**config.mk**
```make
export PLATFORM = sky130hd
export DESIGN_NAME = sram_release_ctrl
export DESIGN_NICKNAME = d
export VERILOG_FILES = /design/src/rtl/sram_release_ctrl.sv
export SDC_FILE = /design/constraint.sdc
export NUM_CORES = 1
export LEC_CHECK = 0
export CAP_MARGIN = 20
export CORE_ASPECT_RATIO = 0.9
export CORE_MARGIN = 2
export CORE_UTILIZATION = 35
export CTS_CLUSTER_SIZE = 14
export DETAILED_ROUTE_END_ITERATION = 6
export REMOVE_ABC_BUFFERS = 1
export SLEW_MARGIN = 30
export SYNTH_ARGS = -nofsm -noshare
export SYNTH_HDL_FRONTEND = slang
export SYNTH_SLANG_ARGS = --single-unit
```
**constraint.sdc**
```tcl
create_clock -name clk -period 13.6 [get_ports clk]
set_clock_uncertainty 0.05 [all_clocks]
set_input_delay 3.4 -clock clk [delete_from_list [all_inputs] [get_ports clk]]
set_output_delay 3.4 -clock clk [all_outputs]
set_load 0.02 [all_outputs]
```
**src/rtl/sram_release_ctrl.sv**
```systemverilog
// rtl/sram_release_ctrl.sv - release-side controller returning owned SRAM IDs to the free pool
module sram_release_ctrl #(
  parameter int NUM_PORTS = 16,
  parameter int NUM_SRAM  = 32,
  parameter int ID_W      = 5,
  parameter int PORT_W    = 4,
  parameter int MIN_HOLD  = 5
) (
  input  logic                 clk,
  input  logic                 rst_n,
  input  logic                 alloc_valid,
  input  logic [PORT_W-1:0]    alloc_port,
  input  logic [ID_W-1:0]      alloc_sram_id,
  input  logic [NUM_PORTS-1:0] rel_req,
  input  logic                 free_ready,
  output logic                 free_valid,
  output logic [ID_W-1:0]      free_sram_id,
  output logic [NUM_PORTS-1:0] rel_done,
  output logic [NUM_PORTS-1:0] short_err,
  output logic                 alloc_err,
  output logic [NUM_SRAM-1:0]  owned_vec,
  output logic                 busy
);

  localparam int CNT_W = $clog2(MIN_HOLD + 1);
  localparam logic [CNT_W-1:0] HOLD_MAX  = CNT_W'(MIN_HOLD);
  localparam logic [CNT_W-1:0] HOLD_LAST = CNT_W'(MIN_HOLD - 1);
  localparam logic [ID_W-1:0]  LAST_ID   = ID_W'(NUM_SRAM - 1);

  typedef enum logic [1:0] {IDLE, SCAN, ISSUE, DONE} state_t;

  state_t               state;
  logic [PORT_W-1:0]    owner [NUM_SRAM];
  logic [NUM_SRAM-1:0]  own_v;
  logic [CNT_W-1:0]     hold_cnt [NUM_PORTS];
  logic [NUM_PORTS-1:0] armed;
  logic [NUM_PORTS-1:0] pending;
  logic [PORT_W-1:0]    last_grant;
  logic [PORT_W-1:0]    gport;
  logic [ID_W-1:0]      ptr;

  logic                 handshake;
  logic                 grant_found;
  logic [PORT_W-1:0]    grant_sel;
  logic [PORT_W-1:0]    rr_idx;
  logic                 cand_found;
  logic [ID_W-1:0]      cand_sel;

  // free_valid is only ever high in ISSUE, so this is the pool handshake
  assign handshake = (state == ISSUE) && free_ready;
  assign owned_vec = own_v;
  assign busy      = (state != IDLE);

  // Round-robin pick: first pending port strictly after the last grant, wrapping
  always_comb begin
    grant_found = 1'b0;
    grant_sel   = '0;
    rr_idx      = '0;
    for (int i = 1; i <= NUM_PORTS; i++) begin
      rr_idx = PORT_W'((int'(last_grant) + i) % NUM_PORTS);
      if (!grant_found && pending[rr_idx]) begin
        grant_found = 1'b1;
        grant_sel   = rr_idx;
      end
    end
  end

  // Lowest owned SRAM of the granted port at or above the scan pointer
  always_comb begin
    cand_found = 1'b0;
    cand_sel   = '0;
    for (int i = NUM_SRAM - 1; i >= 0; i--) begin
      if (own_v[i] && (owner[i] == gport) && (ID_W'(i) >= ptr)) begin
        cand_found = 1'b1;
        cand_sel   = ID_W'(i);
      end
    end
  end

  // Ownership table: release clear lands first so a same-cycle alloc re-owns the SRAM cleanly
  always_ff @(posedge clk or posedge rst_n) begin
    if (rst_n) begin
      own_v     <= '0;
      alloc_err <= 1'b0;
      for (int i = 0; i < NUM_SRAM; i++) owner[i] <= '0;
    end else begin
      alloc_err <= 1'b0;
      if (handshake) own_v[free_sram_id] <= 1'b0;
      if (alloc_valid) begin
        if ({1'b0, alloc_sram_id} >= (ID_W + 1)'(NUM_SRAM)) begin
          alloc_err <= 1'b1;
        end else if (own_v[alloc_sram_id] && !(handshake && (free_sram_id == alloc_sram_id))) begin
          alloc_err <= 1'b1;
        end else begin
          own_v[alloc_sram_id] <= 1'b1;
          owner[alloc_sram_id] <= alloc_port;
        end
      end
    end
  end

  // Release qualification: hold counters, re-arm on a low cycle, short-request errors
  always_ff @(posedge clk or posedge rst_n) begin
    if (rst_n) begin
      armed     <= '1;
      pending   <= '0;
      short_err <= '0;
      for (int p = 0; p < NUM_PORTS; p++) hold_cnt[p] <= '0;
    end else begin
      short_err <= '0;
      if (state == DONE) pending[gport] <= 1'b0;
      for (int p = 0; p < NUM_PORTS; p++) begin
        if (rel_req[p]) begin
          if (hold_cnt[p] != HOLD_MAX) hold_cnt[p] <= hold_cnt[p] + 1'b1;
          if (armed[p] && (hold_cnt[p] == HOLD_LAST)) begin
            pending[p] <= 1'b1;
            armed[p]   <= 1'b0;
          end
        end else begin
          hold_cnt[p] <= '0;
          armed[p]    <= 1'b1;
          if ((hold_cnt[p] != '0) && (hold_cnt[p] != HOLD_MAX)) short_err[p] <= 1'b1;
        end
      end
    end
  end

  // Service FSM: grant a port, walk its SRAMs in index order, hand each back one at a time
  always_ff @(posedge clk or posedge rst_n) begin
    if (rst_n) begin
      state        <= IDLE;
      gport        <= '0;
      last_grant   <= PORT_W'(NUM_PORTS - 1);
      ptr          <= '0;
      free_valid   <= 1'b0;
      free_sram_id <= '0;
      rel_done     <= '0;
    end else begin
      rel_done <= '0;
      case (state)
        IDLE: begin
          if (grant_found) begin
            gport      <= grant_sel;
            last_grant <= grant_sel;
            ptr        <= '0;
            state      <= SCAN;
          end
        end
        SCAN: begin
          if (cand_found) begin
            free_sram_id <= cand_sel;
            free_valid   <= 1'b1;
            state        <= ISSUE;
          end else begin
            state <= DONE;
          end
        end
        ISSUE: begin
          if (free_ready) begin
            free_valid <= 1'b0;
            if (free_sram_id == LAST_ID) begin
              state <= DONE;
            end else begin
              ptr   <= free_sram_id + 1'b1;
              state <= SCAN;
            end
          end
        end
        DONE: begin
          rel_done[gport] <= 1'b1;
          state           <= IDLE;
        end
        default: state <= IDLE;
      endcase
    end
  end

endmodule

```
==> flow_summary.json <==
{
  "diodes": 0,
  "synth_edf_count": 0,
  "critPathBufInv": 1,
  "pwr-share-seq_pct": 30.9,
  "drt_iter0_markers": 1164,
  "dr.max_layer_used": "met4",
  "cp.required_ps": 13980,
  "period_needed_ps": 6880,
  "p_sw_mw": 2.05,
  "io_buffer_count": 100,
  "power_mw": 4.67,
  "multi_input_area_mm2": 0.00898,
  "grt_max_degree": 185,
  "hold_viol_final": 0,
  "drv_cap": 0,
  "die_h_um": 213,
  "initial_utilization_pct": 35.4,
  "arrival_ps": 7260,
  "grt_pass1_wl_um": 76000,
  "drc": 0,
  "min_period_over_period_pct": 50.6,
  "dr.pass1.iters": 5,
  "vias": 12900,
  "endpoint_kind": "register",
  "maxSlewHeadroom_pct": 36.4,
  "rows": 76,
  "fillers": 4645,
  "rsz0062_at_grt": "no",
  "ys_async_sr_fraction_pct": 100,
  "p_int_mw": 2.62,
  "ys.flop_type": "dfrtp_1",
  "peakVddDrop_mv": 0.105,
  "wl_met2_um": 21700,
  "gp_congestion": 0.904,
  "critPathLaunchType": "input port",
  "wl_met3_um": 3070,
  "clockBufferDepth": 3,
  "ys_warn_count": 0,
  "placed_cell_area_mm2": 0.0186,
  "cts_tree": "yes",
  "die_w_um": 236,
  "seq_area_mm2": 0.00739,
  "syn_area_per_cell_um2": 10.4,
  "drive_gt1_share_pct": 16.3,
  "routed_wirelength_um": 48100,
  "outcome": "finished, final reports clean",
  "switching_share_pct": 43.8,
  "dp_hpwl_um": 32900,
  "p_clk_share_pct": 19.9,
  "synth_cell_type_count": 82,
  "power.density_mw_per_mm2": 237,
  "comb_power_share_pct": 49.2,
  "viasPerCell": 5.46,
  "synthCells": 1633,
  "slowest_delay_ps": 980,
  "hp-class": "reg2reg",
  "core_mm2": 0.0479,
  "area_growth_pct": 16.2,
  "worst_slew_pin_slew_ps": 930,
  "h-tree-depth": 2,
  "insertion_delay_ps": 550,
  "fin_ws_ps": 6720,
  "wl_met1_um": 22100,
  "critPathMaxFanout": 16,
  "cts-hold-fix-buffers": 0,
  "critPathSlowestCell": "clkdlybuf4s50_1",
  "root_buffer": "clkbuf_16",
  "dieArea_mm2": 0.0503,
  "cts_buffers": 35,
  "final_max_slew_viol_count": 0,
  "syn_area_mm2": 0.0170,
  "setup_tns_ps": 0,
  "worstPathCellList": "clkdlybuf4s50_1, mux4_2, a22oi_1, nand4_1, o41ai_1, nand2_1, or3_1, nor2_1, mux2_2",
  "cts_resized": 0,
  "dp_slack_ps": 6010,
  "post_drt_wl_per_cell_um": 20.3,
  "whs_ps": 405,
  "cts.sinks": 294,
  "synth_seq_area_share_pct": 43.5,
  "final_antenna_net_count": 0,
  "finish.instance_area_mm2": 0.0197,
  "grt_pass1_vias": 12900,
  "ioPinCount": 101,
  "worstSetupPathType": "in2reg",
  "track_usage_pct": 19.4,
  "fmax_mhz": 145,
  "setup_viol": 0,
  "p_leak_nw": 8.57,
  "grt_antenna_before_repair": 1,
  "grt-ovfl-total": 0,
  "synth_seq_cells": 294,
  "cp_top_family": "simple AND/OR/NAND/NOR gates",
  "cts_setup_buffers": 0,
  "path_clk_slew_ps": 60,
  "nets": 1805
}
==> per-stage QoR <==
| step | utilization (%) | cells |
|---|---|---|
| 2_1_floorplan | - | 1570 |
| 3_3_place_gp | 38.7 | 2300 |
| 3_5_place_dp | 38.7 | 2301 |
| 4_1_cts | 41.1 | 2363 |
| 5_1_grt | 41.2 | 2365 |
| 6_report | 41.2 | 2365 |
==> power by group through the flow <==
stage | Sequential (mW) | Clock, mW | Combinational [mW]
after CTS | 1.44 | 0.952 | 2.28
final | 1.44 | 0.928 | 2.30
after global routing | 1.47 | 0.984 | 2.52
after detailed placement | 1.45 | 0 | 2.26
after floorplan | 1.44 | 0 | 1.51
after global placement | 1.44 | 0 | 2.24
==> state kept, by name, indices dropped and copies added (netlist names) <==
signal / count
last_grant: 4
armed: 16
short_err: 16
ptr: 5
free_sram_id: 5
alloc_err: 1
owner: 128
gport: 4
pending: 16
free_valid: 1
state: 2
owned_vec: 32
hold_cnt: 48
rel_done: 16
==> layout make-up <==
type,count,share of cell area (%)
clock buffers,50,5.09
clock inverters,12,0.634
flip-flops and latches,294,37.4
inverters,94,1.83
multi-input cells,1182,45.5
repair buffers,109,5.54
well taps,624,3.96
==> worst reg2reg max path: stages, from the launching register on <==
cell and delay, ps:
dfstp_2 870, inv_2 300, ha_1 730, mux4_2 460, mux2i_1 350, mux2i_1 320
nor3_4 440, and4b_1 480, nand4_4 160, o2111a_1 200, a311oi_2 400, a21o_1 130
==> routing by layer <==
metal / global-route usage (%) / vias up
li1: - / 5954
met1: 27.3 / 6492
met2: 30.0 / 382
met3: 3.75 / 74
met4: 6.31 / 0
met5: 0 / -
==> cell usage in the layout (no fill, tap or decap), types with 21 or more instances in the layout <==
cell type | Yosys | layout
a21oi_1 | 25 | 25
mux2_2 | 127 | 127
clkbuf_16 | 0 | 36
xor2_1 | 64 | 64
ha_1 | 60 | 60
xnor2_1 | 87 | 87
and2_1 | 21 | 21
mux4_2 | 33 | 33
clkdlybuf4s50_1 | 0 | 96
nor3_1 | 23 | 22
inv_1 | 91 | 90
nand3_1 | 41 | 41
nand2_1 | 174 | 174
dfrtp_1 | 274 | 270
o21ai_0 | 132 | 132
nor2_1 | 99 | 99
a31oi_1 | 22 | 22
==> worst paths after layout <==
| path | startpoint | endpoint | slack, ps | cells past startpoint |
|---|---|---|---|---|
| hold reg to reg | armed[4] | armed[4] | 400 | 2 |
| setup reg to reg | last_grant[1] | gport[0] | 8640 | 11 |
| min in group asynchronous | rst_n | owner[101] | 3320 | 2 |
| hold / removal | armed[4] | armed[4] | 400 | 2 |
| setup / recovery | alloc_sram_id[0] | owner[7] | 6720 | 9 |
| max in group asynchronous | rst_n | owned_vec[23] | 8790 | 4 |
==> synthesized netlist by cell type, drive strengths merged, types with 4 or more instances <==
cell	number	area, µm²
dfrtp	274	6860
a31oi	22	138
a21o	8	60.1
nand3b	7	52.6
nand2b	12	75.1
o31ai	5	37.5
xnor2	89	795
mux2	136	1540
clkbuf	38	143
o2111ai	7	61.3
nand4	18	128
a22oi	12	90.1
o21ai	137	697
a21boi	18	135
o22ai	10	62.6
and2	21	131
nor4	19	119
nand2	175	673
nor3	26	164
buf	25	150
mux2i	22	228
or3	9	72.6
nor2	99	372
o211ai	6	45.0
xor2	65	577
mux4	36	822
and4	6	52.6
a22o	6	52.6
nor4b	4	35.0
and3	12	75.1
o221ai	4	35.0
a21oi	26	134
ha	60	751
dfstp	20	526
inv	93	349
nor2b	11	68.8
nand3	41	205
nor3b	6	45.0
nand4b	4	50.1
==> logic make-up after synthesis <==
family | after synthesis | synth area share, %
flops | 294 | 43.5
compound gates | 290 | 10.7
mux | 194 | 15.2
xor+xnor | 154 | 8.07
buf+inv | 157 | 3.80
fa+ha+maj | 60 | 4.42
simple gates | 484 | 14.3
(Power assumes the default switching activity.)
==> variant: new RTL, same flow settings <==
The parameter `PORT_W` goes from 4 to 5.
--- a/src/rtl/sram_release_ctrl.sv
+++ b/src/rtl/sram_release_ctrl.sv
@@ -5,3 +5,3 @@
   parameter int ID_W      = 5,
-  parameter int PORT_W    = 4,
+  parameter int PORT_W    = 5,
   parameter int MIN_HOLD  = 5
Ports: changed (resized alloc_port); port bits go from 101 to 102. The function was not compared with the original's and may differ.
==> variant against the unedited design <==
Largest cell class unchanged; register-to-register slack worse by 0.53 ns; first-iteration DRC count is 0.17% higher; sequential share of layout area grew 1.2 points; power is 5.7% higher; worst setup slack lost 0.19 ns; worst hold slack improved by 0.00075 ns; largest power group unchanged; via count rose by 6.4%; highest routed layer unchanged; sequential cell count is 32 higher; final area increased by 7.4%; critical path type unchanged; synthesized area is 7.5% higher; routed wire length increased by 7.7%.
==> variant: results (changes against the unedited design) <==
Run status
  • Outcome: complete, no violations

Placement
  • Dpl hpwl: 35000 um (+6.5%)
  • PortBufs: 101 (+1.0%)
  • GPL Wtd Cong: 0.907 (+0.31%)
  • Place WS: 6.09 ns (+0.0726 ns)

Power
  • Worst VDD drop: 136 uV (+30%)
  • LEAKAGE: 9.31 nW (+8.6%)

Worst setup path
  • Reg2reg setup slack: 8.11 ns (-0.53 ns)
  • Worst r2r dst: ptr[2]
  • Maximum fanout along the worst path: 16 (unchanged)
  • Crit path DAT: 7.45 ns (+0.19 ns)
  • CP endpoint: owner[42]

Cells and area
  • Layout cells sized above 1: 0.172 (+0.00921)
  • Largest register FFs: 160 (+25%)
  • Number of fill cells in the layout: 4951 (+6.6%)
  • Nets: 1896 (+5.0%)

Yosys
  • Mux share of post-synthesis cell area: 0.159 (+0.00613)
  • Seq/Total Area, Yosys: 0.448 (+0.0137)
  • Post-Synth Adder-Cell Area: 0.0411 (-0.00307)
  • Post-Synth XOR/XNOR Area: 0.0748 (-0.00588)
  • Synth Area in Compound Gates: 0.0970 (-0.00967)
  • Top cells by count, synth: 306 x dfrtp_1, 202 x nand2_1, 169 x mux2_2
  • Synth area leaders: dfrtp_1 42%, mux2_2 10%, nand2_1 4.2%, ha_1 4.1%, xnor2_1 4.1%
  • Post-synth ARST share: 1.00 (unchanged)
  • Netlist cell types: 78 (-4.9%)

Route
  • Initial drt markers: 1166 (+0.17%)
  • Via density: 5.44 (-0.22%)
  • Drt pass-1 iters: 7 (+2)
  • Final wirelength: 51800 um (+7.7%)

Global route
  • First-pass GRT wire length: 80500 um (+6.0%)
  • Largest net degree at the start of global routing: 101 (-45%)
  • GRT Util Overall: 0.192 (-0.00186)
  • Initial antenna violation count: 0 (-1)
  • Vias in the first global route: 13900 (+7.7%)

Timing
  • Worst slew margin relative to its limit: 0.311 (-0.0529)

Clocking
  • H-Tree Depth: 2 (unchanged)
  • Resized Gates After CTS: 0 (unchanged)
  • Worst-Skew Late Latency: 0.55 ns (about the same)
  • CTS Buf Count: 39 (+11%)
==> variant: cell types whose count changed after synthesis, sizes merged, moves of 19 or more <==
cell,change
dfrtp,+32
mux2,+33
nor2,-27
nand2,+27
clkbuf,+29
o21ai,-19
==> variant: stage by stage <==
stage / instance area, um^2 / std cells
after floorplan: 17900 / 1654
after global placement: 19900 / 2452
after detailed placement: 19900 / 2453
after CTS: 21200 / 2522
after global routing: 21200 / 2522
final: 21200 / 2523
==> variant: worst max-delay path: stages <==
cell	delay, ns
clkdlybuf4s50_1	1.05
mux4_2	0.61
a22oi_1	0.27
nand4_1	0.15
o41ai_1	0.11
and2_1	0.32
nand3_1	0.29
nor3_1	0.81
mux2_2	0.41
==> variant: cells by family (layout without fill, tap and decap cells) <==
kind of cell	count (synthesis)	in the layout
simple gates	517	517
mux	222	222
xor+xnor	156	156
buf+inv	177	276
fa+ha+maj	60	60
compound gates	277	277
flops	326	326
other cells	0	1
==> variant: worst min-delay path by stage <==
stage          startpoint   endpoint  slack, ns  cells after the start
2_1_floorplan    armed[0]   armed[0]       0.39                      2
3_3_place_gp    armed[10]  armed[10]       0.40                      2
3_5_place_dp    armed[12]  armed[12]       0.40                      2
4_1_cts         armed[12]  armed[12]       0.41                      2
5_1_grt         armed[15]  armed[15]       0.41                      2
6_report        armed[12]  armed[12]       0.41                      2
==> variant: cell type report <==
cell class,count,area (um^2),share of cell area
multi-input combinational,1232,9410,0.444
sequential,326,8190,0.386
clock buffer,57,1120,0.0530
timing repair buffer,111,1080,0.0510
tap,688,861,0.0406
inverter,96,368,0.0174
clock inverter,12,159,0.00750
antenna,1,2.50,0.000118
==> variant: report_power, final <==
| part | switching, mW | internal, mW |
|---|---|---|
| logic | 1.33 | 0.989 |
| clock network | 0.418 | 0.632 |
| registers | 0.361 | 1.21 |
==> variant: layer usage <==
| layer | part of all wire | wire length, um | global-route usage | vias to the layer above |
|---|---|---|---|---|
| li1 | - | - | - | 6255 |
| met1 | 0.45 | 23200 | 0.263 | 6973 |
| met2 | 0.46 | 24000 | 0.307 | 430 |
| met3 | 0.067 | 3460 | 0.0389 | 76 |
| met4 | 0.023 | 1170 | 0.0585 | 0 |
| met5 | 0 | 0 | 0 | - |
